==> src/rtl/vote_pkg.sv <==
// Shared constants and encodings for the ballot collector and its checker.
package vote_pkg;

    localparam int NP_N    = 32;
    localparam int VIP_N   = 8;
    localparam int TOTAL_N = NP_N + VIP_N + 1;
    localparam int CNT_W   = 6;

    typedef enum logic [1:0] {
        CLS_NP   = 2'd0,
        CLS_VIP  = 2'd1,
        CLS_VVIP = 2'd2,
        CLS_RSV  = 2'd3
    } cls_e;

    typedef enum logic [1:0] {
        S_IDLE = 2'd0,
        S_OPEN = 2'd1,
        S_HOLD = 2'd2
    } state_e;

endpackage

==> src/rtl/vote_ballot_check.sv <==
// Combinational ballot classifier: legality, duplicate detection and one-hot
// write enables for the addressed voter bit.
module vote_ballot_check
    import vote_pkg::*;
#(
    parameter int NP_N  = vote_pkg::NP_N,
    parameter int VIP_N = vote_pkg::VIP_N
) (
    input  logic [1:0]       cls,
    input  logic [4:0]       idx,
    input  logic [NP_N-1:0]  np_mask,
    input  logic [VIP_N-1:0] vip_mask,
    input  logic             vvip_mask,
    output logic             legal,
    output logic             dup,
    output logic [NP_N-1:0]  np_we,
    output logic [VIP_N-1:0] vip_we,
    output logic             vvip_we
);

    logic [NP_N-1:0]  np_hit;
    logic [VIP_N-1:0] vip_hit;
    logic             vvip_hit;

    // Reserved class and out-of-range indices produce no hit, hence illegal.
    always_comb begin
        np_hit   = '0;
        vip_hit  = '0;
        vvip_hit = (cls == CLS_VVIP) && (idx == 5'd0);
        for (int i = 0; i < NP_N; i++)
            np_hit[i] = (cls == CLS_NP) && (idx == 5'(i));
        for (int i = 0; i < VIP_N; i++)
            vip_hit[i] = (cls == CLS_VIP) && (idx == 5'(i));
    end

    assign legal   = (|np_hit) | (|vip_hit) | vvip_hit;
    assign dup     = (|(np_hit & np_mask)) | (|(vip_hit & vip_mask)) | (vvip_hit & vvip_mask);
    assign np_we   = dup ? '0 : np_hit;
    assign vip_we  = dup ? '0 : vip_hit;
    assign vvip_we = vvip_hit & ~dup;

endmodule

==> src/rtl/vote_ballot_collector.sv <==
// Session FSM collecting individual ballots into the packed np/vip/vvip vectors.
// VOTE_AUTOCLOSE_EN: close the session automatically once every voter has cast.
module vote_ballot_collector
    import vote_pkg::*;
#(
    parameter int NP_N  = vote_pkg::NP_N,
    parameter int VIP_N = vote_pkg::VIP_N,
    parameter int CNT_W = vote_pkg::CNT_W
) (
    input  logic             clk,
    input  logic             rst_n,
    input  logic             start,
    input  logic             close,
    input  logic             bal_valid,
    output logic             bal_ready,
    input  logic [1:0]       bal_class,
    input  logic [4:0]       bal_idx,
    input  logic             bal_choice,
    output logic [NP_N-1:0]  np,
    output logic [VIP_N-1:0] vip,
    output logic             vvip,
    output logic [CNT_W-1:0] cast_cnt,
    output logic             bal_err,
    output logic             out_valid,
    input  logic             out_ack
);

    localparam logic [CNT_W-1:0] CNT_MAX = CNT_W'(NP_N + VIP_N + 1);

    state_e           state_q, state_n;
    logic [NP_N-1:0]  np_mask, np_we;
    logic [VIP_N-1:0] vip_mask, vip_we;
    logic             vvip_mask, vvip_we;
    logic             legal, dup, accept, wr;

    vote_ballot_check #(.NP_N(NP_N), .VIP_N(VIP_N)) u_check (
        .cls      (bal_class),
        .idx      (bal_idx),
        .np_mask  (np_mask),
        .vip_mask (vip_mask),
        .vvip_mask(vvip_mask),
        .legal    (legal),
        .dup      (dup),
        .np_we    (np_we),
        .vip_we   (vip_we),
        .vvip_we  (vvip_we)
    );

    assign accept = bal_valid & bal_ready;
    assign wr     = accept & legal & ~dup;

    always_comb begin
        state_n   = state_q;
        bal_ready = 1'b0;
        case (state_q)
            S_IDLE: if (start) state_n = S_OPEN;
            S_OPEN: begin
`ifdef VOTE_AUTOCLOSE_EN
                // Full electorate: stop accepting and seal on the next edge.
                if (cast_cnt == CNT_MAX) begin
                    state_n = S_HOLD;
                end else begin
                    bal_ready = 1'b1;
                    if (close) state_n = S_HOLD;
                end
`else
                bal_ready = 1'b1;
                if (close) state_n = S_HOLD;
`endif
            end
            S_HOLD: if (out_ack) state_n = S_IDLE;
            default: state_n = S_IDLE;
        endcase
    end

    always_ff @(posedge clk or negedge rst_n) begin
        if (!rst_n) begin
            state_q   <= S_IDLE;
            np        <= '0;
            vip       <= '0;
            vvip      <= 1'b0;
            np_mask   <= '0;
            vip_mask  <= '0;
            vvip_mask <= 1'b0;
            cast_cnt  <= '0;
            bal_err   <= 1'b0;
            out_valid <= 1'b0;
        end else begin
            state_q   <= state_n;
            bal_err   <= accept & ~wr;
            out_valid <= (state_n == S_HOLD);
            if (state_q == S_IDLE && start) begin
                np        <= '0;
                vip       <= '0;
                vvip      <= 1'b0;
                np_mask   <= '0;
                vip_mask  <= '0;
                vvip_mask <= 1'b0;
                cast_cnt  <= '0;
            end else if (wr) begin
                np        <= (np & ~np_we) | (np_we & {NP_N{bal_choice}});
                vip       <= (vip & ~vip_we) | (vip_we & {VIP_N{bal_choice}});
                if (vvip_we) vvip <= bal_choice;
                np_mask   <= np_mask | np_we;
                vip_mask  <= vip_mask | vip_we;
                vvip_mask <= vvip_mask | vvip_we;
                if (cast_cnt != CNT_MAX) cast_cnt <= cast_cnt + 1'b1;
            end
        end
    end

endmodule

==> config.mk <==
export PLATFORM = sky130hd
export DESIGN_NAME = vote_ballot_collector
export DESIGN_NICKNAME = d
export VERILOG_FILES = /design/src/rtl/vote_pkg.sv /design/src/rtl/vote_ballot_check.sv /design/src/rtl/vote_ballot_collector.sv
export SDC_FILE = /design/constraint.sdc
export NUM_CORES = 1
export LEC_CHECK = 0
export CAP_MARGIN = 10
export CORE_ASPECT_RATIO = 0.7
export CORE_MARGIN = 2
export CORE_UTILIZATION = 50
export CTS_CLUSTER_DIAMETER = 150
export DETAILED_ROUTE_END_ITERATION = 10
export GPL_TIMING_DRIVEN = 0
export PLACE_DENSITY_LB_ADDON = 0.08
export SYNTH_ARGS = -nofsm -noshare
export SYNTH_HDL_FRONTEND = slang
export SYNTH_SLANG_ARGS = --single-unit
==> constraint.sdc <==
create_clock -name clk -period 2.3 [get_ports clk]
set_clock_uncertainty 0.15 [all_clocks]
set_input_delay 0.345 -clock clk [delete_from_list [all_inputs] [get_ports clk]]
set_output_delay 0.345 -clock clk [all_outputs]
set_load 0.02 [all_outputs]
[Yosys cells after proc, flatten, opt, wreduce, memory -nomap -nowiden]
Cells that the tools add are included.
W data, S select, Z words.
Storage, ports and cells
  register bits after elaboration: 92
  input bits: 14
  output and inout port bits: 50
  logic and storage cells: 150
Cells by class
  add/subtract/negate cells: 1
  equal/unequal tests: 37
  mux-type cells: 23
  bitwise gates (word level): 25
  reduce and logical (&&, ||, !) cells: 54
Operator list (number)
  $mux W32: 5
  $and A32 B32 Y32: 3
  $eq A5 B5 Y1 const B: 16
  $or A32 B32 Y32: 2
  $reduce_or A32 Y1: 2
  $logic_and A1 B1 Y1: 42
  $eq A5 B4 Y1 const B: 8
  $mux W8: 5
  $not A32 Y32: 1
  $and A8 B8 Y8: 3
  $eq A5 B3 Y1 const B: 4
  $mux W6: 3
  $or A8 B8 Y8: 2
  $reduce_or A8 Y1: 2
  $eq A5 B2 Y1 const B: 2
  $not A8 Y8: 1
  $add A6 B1 Y6 const B: 1
  $and A1 B1 Y1: 6
  $eq A2 B2 Y1 const B: 3
  $mux W1: 6
  $mux W2: 3
  $ne A6 B6 Y1 const B: 1
  $pmux W2 S3: 1
  $reduce_bool A2 Y1: 3
  other kinds (7): 15

[Logic depth before layout (Yosys ltp)]
Gate-level depths: netlist of the first run.
  depth after elaboration: 12
  mapped depth: 10
  mapped depth without buffers: 6

[By module]
From an unflattened synthesis of the first run, not the netlist that was laid out.
Second synthesis, totals
  cells, all modules: 535
  area total of the unflattened synthesis: 5076.1 um^2
By module, submodules not included
  vote_ballot_collector: instances 1, cells each 370, area each 4057.6 um^2, seq. area each 2302.2 um^2
  vote_ballot_check: instances 1, cells each 165, area each 1018.5 um^2, seq. area each 0.0 um^2

[Worst setup path before layout of the first run]
OpenSTA, ideal clock, no wires.
  kind: input -> register
  start: input bal_idx[0]
  end: register np[21]
  library setup time: 0.143 ns
  arrival time: 2.176 ns
  data required time: 2.007 ns
  path slack: -0.168 ns
  stages: 9
  buffers on the path: 3
  path through: buf_4 > or4b_2 > nor3_1 > nor4_1 > and4_4 > buf_2 > buf_2 > a31oi_1 > a211oi_2
Between the ends
  word-level cells in the longest chain between the ends: 12
  elaborated cells on any way between the ends: 95
  classes of those cells: 31 x eq/ne; 3 x mux; 14 x bitwise; 47 x reduce/logical
RTL lines
  start: declaration: RTL line vote_ballot_collector.sv:17  | input logic [4:0] bal_idx,
  $eq A5 B1 Y1 (tied with other cells): RTL line vote_ballot_check.sv:31, vote_ballot_check.sv:33
  $logic_and A1 B1 Y1 (on tied branches): RTL line vote_ballot_check.sv:31, vote_ballot_check.sv:33
  $and A32 B32 Y32 / $and A8 B8 Y8 (equally long branches): RTL line vote_ballot_check.sv:37  | assign dup = (|(np_hit & np_mask)) | (|(vip_hit & vip_mask)) | (vvip_hit & vvip_mask);
  $reduce_or A32 Y1 / $reduce_or A8 Y1 (equally long branches): RTL line vote_ballot_check.sv:37
  $or A1 B1 Y1 (2 in series): RTL line vote_ballot_check.sv:37
  $mux W32: RTL line vote_ballot_check.sv:38  | assign np_we = dup ? '0 : np_hit;
  $not A32 Y32: RTL line vote_ballot_collector.sv:101  | np <= (np & ~np_we) | (np_we & {NP_N{bal_choice}});
  $and A32 B32 Y32: RTL line vote_ballot_collector.sv:101
  $or A32 B32 Y32: RTL line vote_ballot_collector.sv:101
  $mux W32: RTL line vote_ballot_collector.sv:100  | end else if (wr) begin
  $mux W32: RTL line vote_ballot_collector.sv:92  | if (state_q == S_IDLE && start) begin
  end signal: assignment: RTL line vote_ballot_collector.sv:101
  end: declaration: RTL line vote_ballot_collector.sv:19  | output logic [NP_N-1:0] np,
Several ways; a longest one is shown, not always the timed one. The select of a mux whose other input is x is not followed.
A chain may end at the register's enable or synchronous reset.

[Final worst setup path of the first run]
  start: input bal_idx[0]
  end: register np[17]
The elaborated chain is that of the path after synthesis.

==> impl_metrics.yaml, run 1 <==
place:
  pre_cts_ws_ns: -1.24
  port-buffer-count: 62
  dp_hpwl_um: 12200
  placed_area_um2: 5950
  globalplace.congestion: 0.974
  dp.cells: 721
sta:
  fin_crit_ns: 2.42
  maxSlewHeadroom_pct: 47.0
  period_share_pct: 105
  report.final.hold_viol_count: 0
  rsz0062_at_grt: "yes"
  slew_violations: 0
  fin_ws_ns: -0.117
  clock.fmax_ghz: 0.414
  setup_violations: 46
  worst_pin_slew_ns: 0.796
clock_tree:
  insertion_delay_ns: 0.35
  clk_root_buffer_cell: "clkbuf_16"
  cts.clk_slew.worst_paths_ns: 0.07
  clock-sinks: 92
  cts_buffer_depth: 2
  cts_made_buffers: 9
  tritoncts: "done"
  cts_max_level: 3
floorplanning:
  die_height_um: 88.1
  dieArea_um2: 10900
  die_w_um: 124
  num_rows: 30
  ios: 64
  initial_core_util_pct: 51.8
  core_area_um2: 9760
pwr:
  clock_power_share_pct: 36.2
  p_int_mw: 3.03
  leakage_nw: 3.13
  powerDensity_nw_per_um2: 606
  switching_share_pct: 34.3
  p_switching_mw: 1.58
  pwr-share-comb_pct: 25.8
  finalPower_mw: 4.61
  p_seq_share_pct: 38.0
  ir_worst_vdd_v: 0.000470
setup_path:
  end_kind: "register"
  rr_startpoint: "vip_mask[2]"
  reg2reg_depth: 8
  critPathKind: "in -> reg"
  worstPathCellList: "buf_2 > buf_6 > buf_4 > nand3b_1 > a21oi_1 > o21ai_0 > and4_4 > buf_4 > nand4_1 > a221oi_2"
  cp_slowest_stage_delay_ns: 0.41
  arrival_ns: 2.51
  r2r_slack_ns: -0.11
  critPathRequiredTime_ns: 2.39
  cp_max_fo: 10
  crit_top_cell: "buf_4"
  crit_slowest_cell: "and4_4"
  start_kind: "primary input"
  cp-startpoint: "bal_idx[0]"
  r2r-end: "np[18]"
yosys:
  yosys_warnings: 0
  synth_seq_cells: 92
  syn-cell-area_um2: 5050
  synthArstFlopShare_pct: 100
  avgSynthCellArea_um2: 9.54
  syn_nets: 546
  ys_seq_area_share_pct: 45.5
  synth_edf_count: 0
  syn_inst: 530
  ys.flop_type: "dfrtp_1"
  ys_types: 60
route:
  ant_nets: 0
  route.vias.total: 5210
  wire_per_inst_um: 25.1
  routed_wl_um: 19600
  vias_per_cell: 6.65
  drc: 0
  drtIter0Drc: 793
  drt-pass1-iter-count: 5
finish:
  drive_above_1_share_pct: 33.0
  final_cell_area_um2: 7600
  final_common_cell: "dfrtp_1"
  diodes: 0
  area_growth_pct: 50.4
  nets: 666
  fin_util_pct: 77.9
  most-common-layout-cells: "92 x dfrtp_1, 55 x clkdlybuf4s50_1, 42 x nor2_1"
  instances_no_fill: 783
grt:
  grt_pass1_vias: 4976
  grt_max_degree: 49
  grt_overflow: 0
  antenna_found_initial: 0
  grt_pass1_wl_um: 28400
  grt_usage_pct: 35.4
outcome:
  outcome: "finished with violations"
  violations: "negative setup slack"
min_path:
  hold_class: "in -> reg"
  min_delay_worst_endpoint: "vip[4]"
  min_delay_path_depth: 4
  min_from: "bal_idx[1]"
run:
  cap_violations: 0
[power by group through the flow]
stage / Sequential, mW / Clock, mW / Combinational [mW]
after CTS: 1.74 / 1.66 / 1.09
after global placement: 1.77 / 0 / 0.928
after detailed placement: 1.77 / 0 / 0.948
after floorplan: 1.81 / 0 / 0.502
final: 1.75 / 1.67 / 1.19
after global routing: 1.76 / 1.73 / 1.25
[cell usage after synthesis (4+ instances only)]
master	n	share of area [%]
a211oi_1	15	2.2
a21boi_0	8	1.2
a21oi_1	17	1.7
a221oi_2	4	1.2
a31oi_1	31	3.8
buf_2	22	2.2
buf_6	5	1.1
clkbuf_1	19	1.4
dfrtp_1	92	46
inv_1	24	1.8
mux2i_1	38	7.5
nand2_1	42	3.1
nand2b_1	7	0.87
nand3_1	11	1.1
nand3b_1	14	2.1
nand4_1	23	2.8
nor2_1	51	3.8
nor2b_1	4	0.49
nor3_1	18	1.8
nor4_1	8	0.99
o21a_1	8	1.2
o21ai_0	6	0.59
or4_1	7	1.0
[worst max-delay path by stage]
stage	to	cells after the start
5_1_grt	np[18]	8
6_report	np[17]	10
4_1_cts	cast_cnt[3]	9
3_3_place_gp	np[6]	1
2_1_floorplan	np[19]	10
3_5_place_dp	np[4]	11
[through the flow]
step,hold WS [ns],TNS [ns]
2_1_floorplan,-0.101,-3.78
3_3_place_gp,0.328,-338.13
3_5_place_dp,0.243,-95.29
4_1_cts,0.311,-0.692
5_1_grt,0.379,-4.41
6_report,0.345,-2.26
[area by class of cell]
class / instances / area [µm²]
Inverter: 24 / 90.1
Sequential cell: 92 / 2300
Multi-Input combinational cell: 363 / 3080
Tap cell: 128 / 160
Clock inverter: 6 / 95.1
Buffer: 46 / 434
Fill cell: 626 / 2150
Timing Repair Buffer: 114 / 1210
Clock buffer: 10 / 229
[critical path: cells and delay by family]
kind | cells | cell delay, ns
and+or+nand+nor | 3 | 0.78
AOI/OAI and AO/OA | 3 | 0.71
buffers and inverters | 4 | 0.65
[cell families after synthesis]
logic type / synth area share [%]
AND/OR/NAND/NOR: 23.0
AO/OA/AOI/OAI: 16.3
flip-flops: 45.5
buffers and inverters: 7.10
multiplexers: 7.52
adder cells (fa/ha/maj): 0.495
[timing repair]
item / CTS / global route
buffers inserted: 41 / 4
pin swaps: 35 / 32
gates cloned: 3 / 4
gates resized for setup: 148 / 74
endpoints found under the hold margin: 44 / 0
endpoints found under the setup margin: 89 / 79
hold buffers: 1 / 0
[state kept, by name, indices dropped and copies added, names as in the netlist]
name       count
vvip           1
vvip_mask      1
vip_mask       8
bal_err        1
np_mask       32
np            32
state_q        2
out_valid      1
cast_cnt       6
vip            8
[routing by layer]
layer	wire [µm]	GRT usage, %
met1	8150	49.9
met2	8490	53.0
met3	2290	9.83
met4	709	11.8
met5	0	0
Power figures use the tool's default switching activity.
==> inputs of run 2 (changes only) <==
- ABC_AREA: default -> 1
==> run 2 against run 1 <==
Effect of this change: the flow now finishes without violations; utilization down 11 points; combinational power is 150% higher; synthesized area up 13%; worst hold slack got worse by 0.12 ns; die area increased by 13%; critical path type is now reg -> reg.
==> impl_metrics.yaml, run 2 <==
place:
  globalplace.congestion: 1.06
  port-buffer-count: 63
  dp_hpwl_um: 15000
route:
  wire_per_inst_um: 18.0
  drc: 0
  drt-pass1-iter-count: 5
  route.vias.total: 6193
  ant_nets: 0
  drtIter0Drc: 484
  routed_wl_um: 20000
  vias_per_cell: 5.57
setup_path:
  critPathBufInv: 4
  cp_slowest_stage_delay_ns: 0.41
  cp_top_family: "buffers and inverters"
  critPathRequiredTime_ns: 2.36
  end_kind: "register"
  cp_max_fo: 10
  start_kind: "register"
  crit_slowest_cell: "dfrtp_1"
  worstPathCellList: "inv_1 > nand3_1 > inv_2 > clkbuf_2 > clkbuf_2 > a21oi_1"
  crit_top_cell: "clkbuf_2"
  critPathKind: "reg -> reg"
  arrival_ns: 2.27
floorplanning:
  dieArea_um2: 12300
  die_height_um: 93.5
  initial_core_util_pct: 51.6
  core_area_um2: 11100
  die_w_um: 132
  ios: 64
  num_rows: 32
pwr:
  p_int_mw: 3.95
  ir_worst_vdd_v: 0.000681
  pwr-share-comb_pct: 44.1
  p_seq_share_pct: 33.3
  p_switching_mw: 2.67
  powerDensity_nw_per_um2: 888
  clock_power_share_pct: 22.6
  switching_share_pct: 40.4
  finalPower_mw: 6.62
  leakage_nw: 3.99
grt:
  use_met2_pct: 53.7
  grtUsageMet1_pct: 46.2
  grt_max_degree: 51
  grt_pass1_vias: 5980
  antenna_found_initial: 0
  use_met3_pct: 6.61
  grt_pass1_wl_um: 31800
  grt-busiest-layer: "met2"
  grt_overflow: 0
  grt_usage_pct: 33.7
finish:
  nets: 970
  drive_above_1_share_pct: 17.6
  most-common-layout-cells: "222 x nand2_1, 138 x inv_1, 92 x dfrtp_1"
  diodes: 0
  top_regs: "np: 32 flops, np_mask: 32 flops"
  final_common_cell: "nand2_1"
  area_growth_pct: 30.3
yosys:
  synthXorXnorAreaFrac_pct: 0.306
  synth_common_cells: "250 x nand2_1, 144 x inv_1, 92 x dfrtp_1"
  synth_fa_ha_area_share_pct: 0.437
  synth_edf_count: 0
  synth_compound_gate_area_share_pct: 9.62
  synthSimpleGateAreaFrac_pct: 35.8
  yosys.cell_count.top_type: "nand2_1"
  syn_inst: 856
  synth_seq_cells: 92
  synth_area_leader_cell: "dfrtp_1"
  synthTopCellsByArea: "dfrtp_1 40%, nand2_1 16%, inv_1 9.4%, nand3_1 6.7%, nor2_1 5.8%"
  syn-cell-area_um2: 5720
  synth_top_family_by_area: "simple AND/OR/NAND/NOR gates"
  yosysTopAreaCellShare_pct: 40.2
  ys_types: 27
  synth_mux_area_share_pct: 0
  yosys_warnings: 0
  avgSynthCellArea_um2: 6.69
  ys.flop_type: "dfrtp_1"
  synthArstFlopShare_pct: 100
  ys_seq_area_share_pct: 40.2
  syn_nets: 872
sta:
  clock.fmax_ghz: 0.453
  worst_pin_slew_ns: 0.601
  period_share_pct: 96.0
  maxSlewHeadroom_pct: 60.0
  fin_crit_ns: 2.21
  report.final.hold_viol_count: 0
  setup_violations: 0
  slew_violations: 0
  hold_slack_ns: 0.225
clock_tree:
  cts_max_level: 3
  insertion_delay_ns: 0.35
  clock-sinks: 92
  cts_buffer_depth: 2
  clk_root_buffer_cell: "clkbuf_16"
  tritoncts: "done"
  cts_made_buffers: 9
  cts.clk_slew.worst_paths_ns: 0.07
outcome:
  outcome: "complete, no violations"
min_path:
  hold_class: "in -> reg"
run:
  cap_violations: 0
run 2: cell type report:
cell class | count | area (µm²)
clock buffer | 12 | 236
multi-input combinational | 569 | 2950
sequential | 92 | 2300
tap | 153 | 191
buffer | 47 | 304
fill | 1007 | 3630
inverter | 149 | 569
timing repair buffer | 86 | 850
clock inverter | 4 | 50.0
run 2: through the flow:
step	area, µm²	worst slack, ns	util (%)	instances	setup TNS, ns
3_5_place_dp	6570	-1.21	59.2	1073	-99.13
6_report	7460	0.0914	67.2	1112	0
2_1_floorplan	5720	0.180	-	856	0
4_1_cts	7190	-0.0103	64.8	1103	-0.0188
5_1_grt	7460	-0.0243	67.2	1112	-0.0620
3_3_place_gp	6550	-2.57	59.0	1072	-339.53
run 2: cells by family after synthesis:
| logic type | count (synthesis) |
|---|---|
| AOI/OAI and AO/OA | 87 |
| xor gates and xnor gates | 2 |
| adders and majority gates | 2 |
| buffers and inverters | 196 |
| DFF | 92 |
| and+or+nand+nor | 477 |
run 2: routing by layer:
metal | vias up | share of wire [%] | routed length, µm
met2 | 326 | 44 | 8880
met3 | 32 | 8.3 | 1670
met4 | 0 | 2.2 | 446
li1 | 2912 | - | -
met5 | - | 0 | 0
met1 | 2923 | 45 | 9020
run 2: final timing paths:
kind	from	endpoint	slack, ns	cells after the start
max	state_q[0]	np_mask[9]	0.09	6
min	bal_idx[4]	vvip_mask	0.22	4
min reg2reg	cast_cnt[3]	cast_cnt[3]	0.35	2
max in group asynchronous	rst_n	np_mask[11]	0.92	3
min in group asynchronous	rst_n	vip_mask[3]	0.42	2
max reg2reg	state_q[0]	np_mask[9]	0.09	6
run 2: repair_timing:
action	CTS	global route
hold buffers	1	0
resized for setup	99	97
setup endpoints to repair	89	84
setup buffers	11	8
hold endpoints to repair	42	0
cloned	2	1
pin swaps	14	17
run 2: worst reg2reg max path, cell delays in order (launching register included):
cell	delay (ns)
dfrtp_1	0.41
inv_1	0.12
nand3_1	0.29
inv_2	0.29
clkbuf_2	0.38
clkbuf_2	0.34
a21oi_1	0.09
run 2: power groups by stage:
stage               Clock, mW  Sequential (mW)  Combinational (mW)
global route             1.56             2.25                3.19
finish                   1.49             2.21                2.92
global placement            0             2.20                2.70
detailed placement          0             2.23                2.76
floorplan                   0             2.63                1.16
CTS                      1.50             2.21                2.83
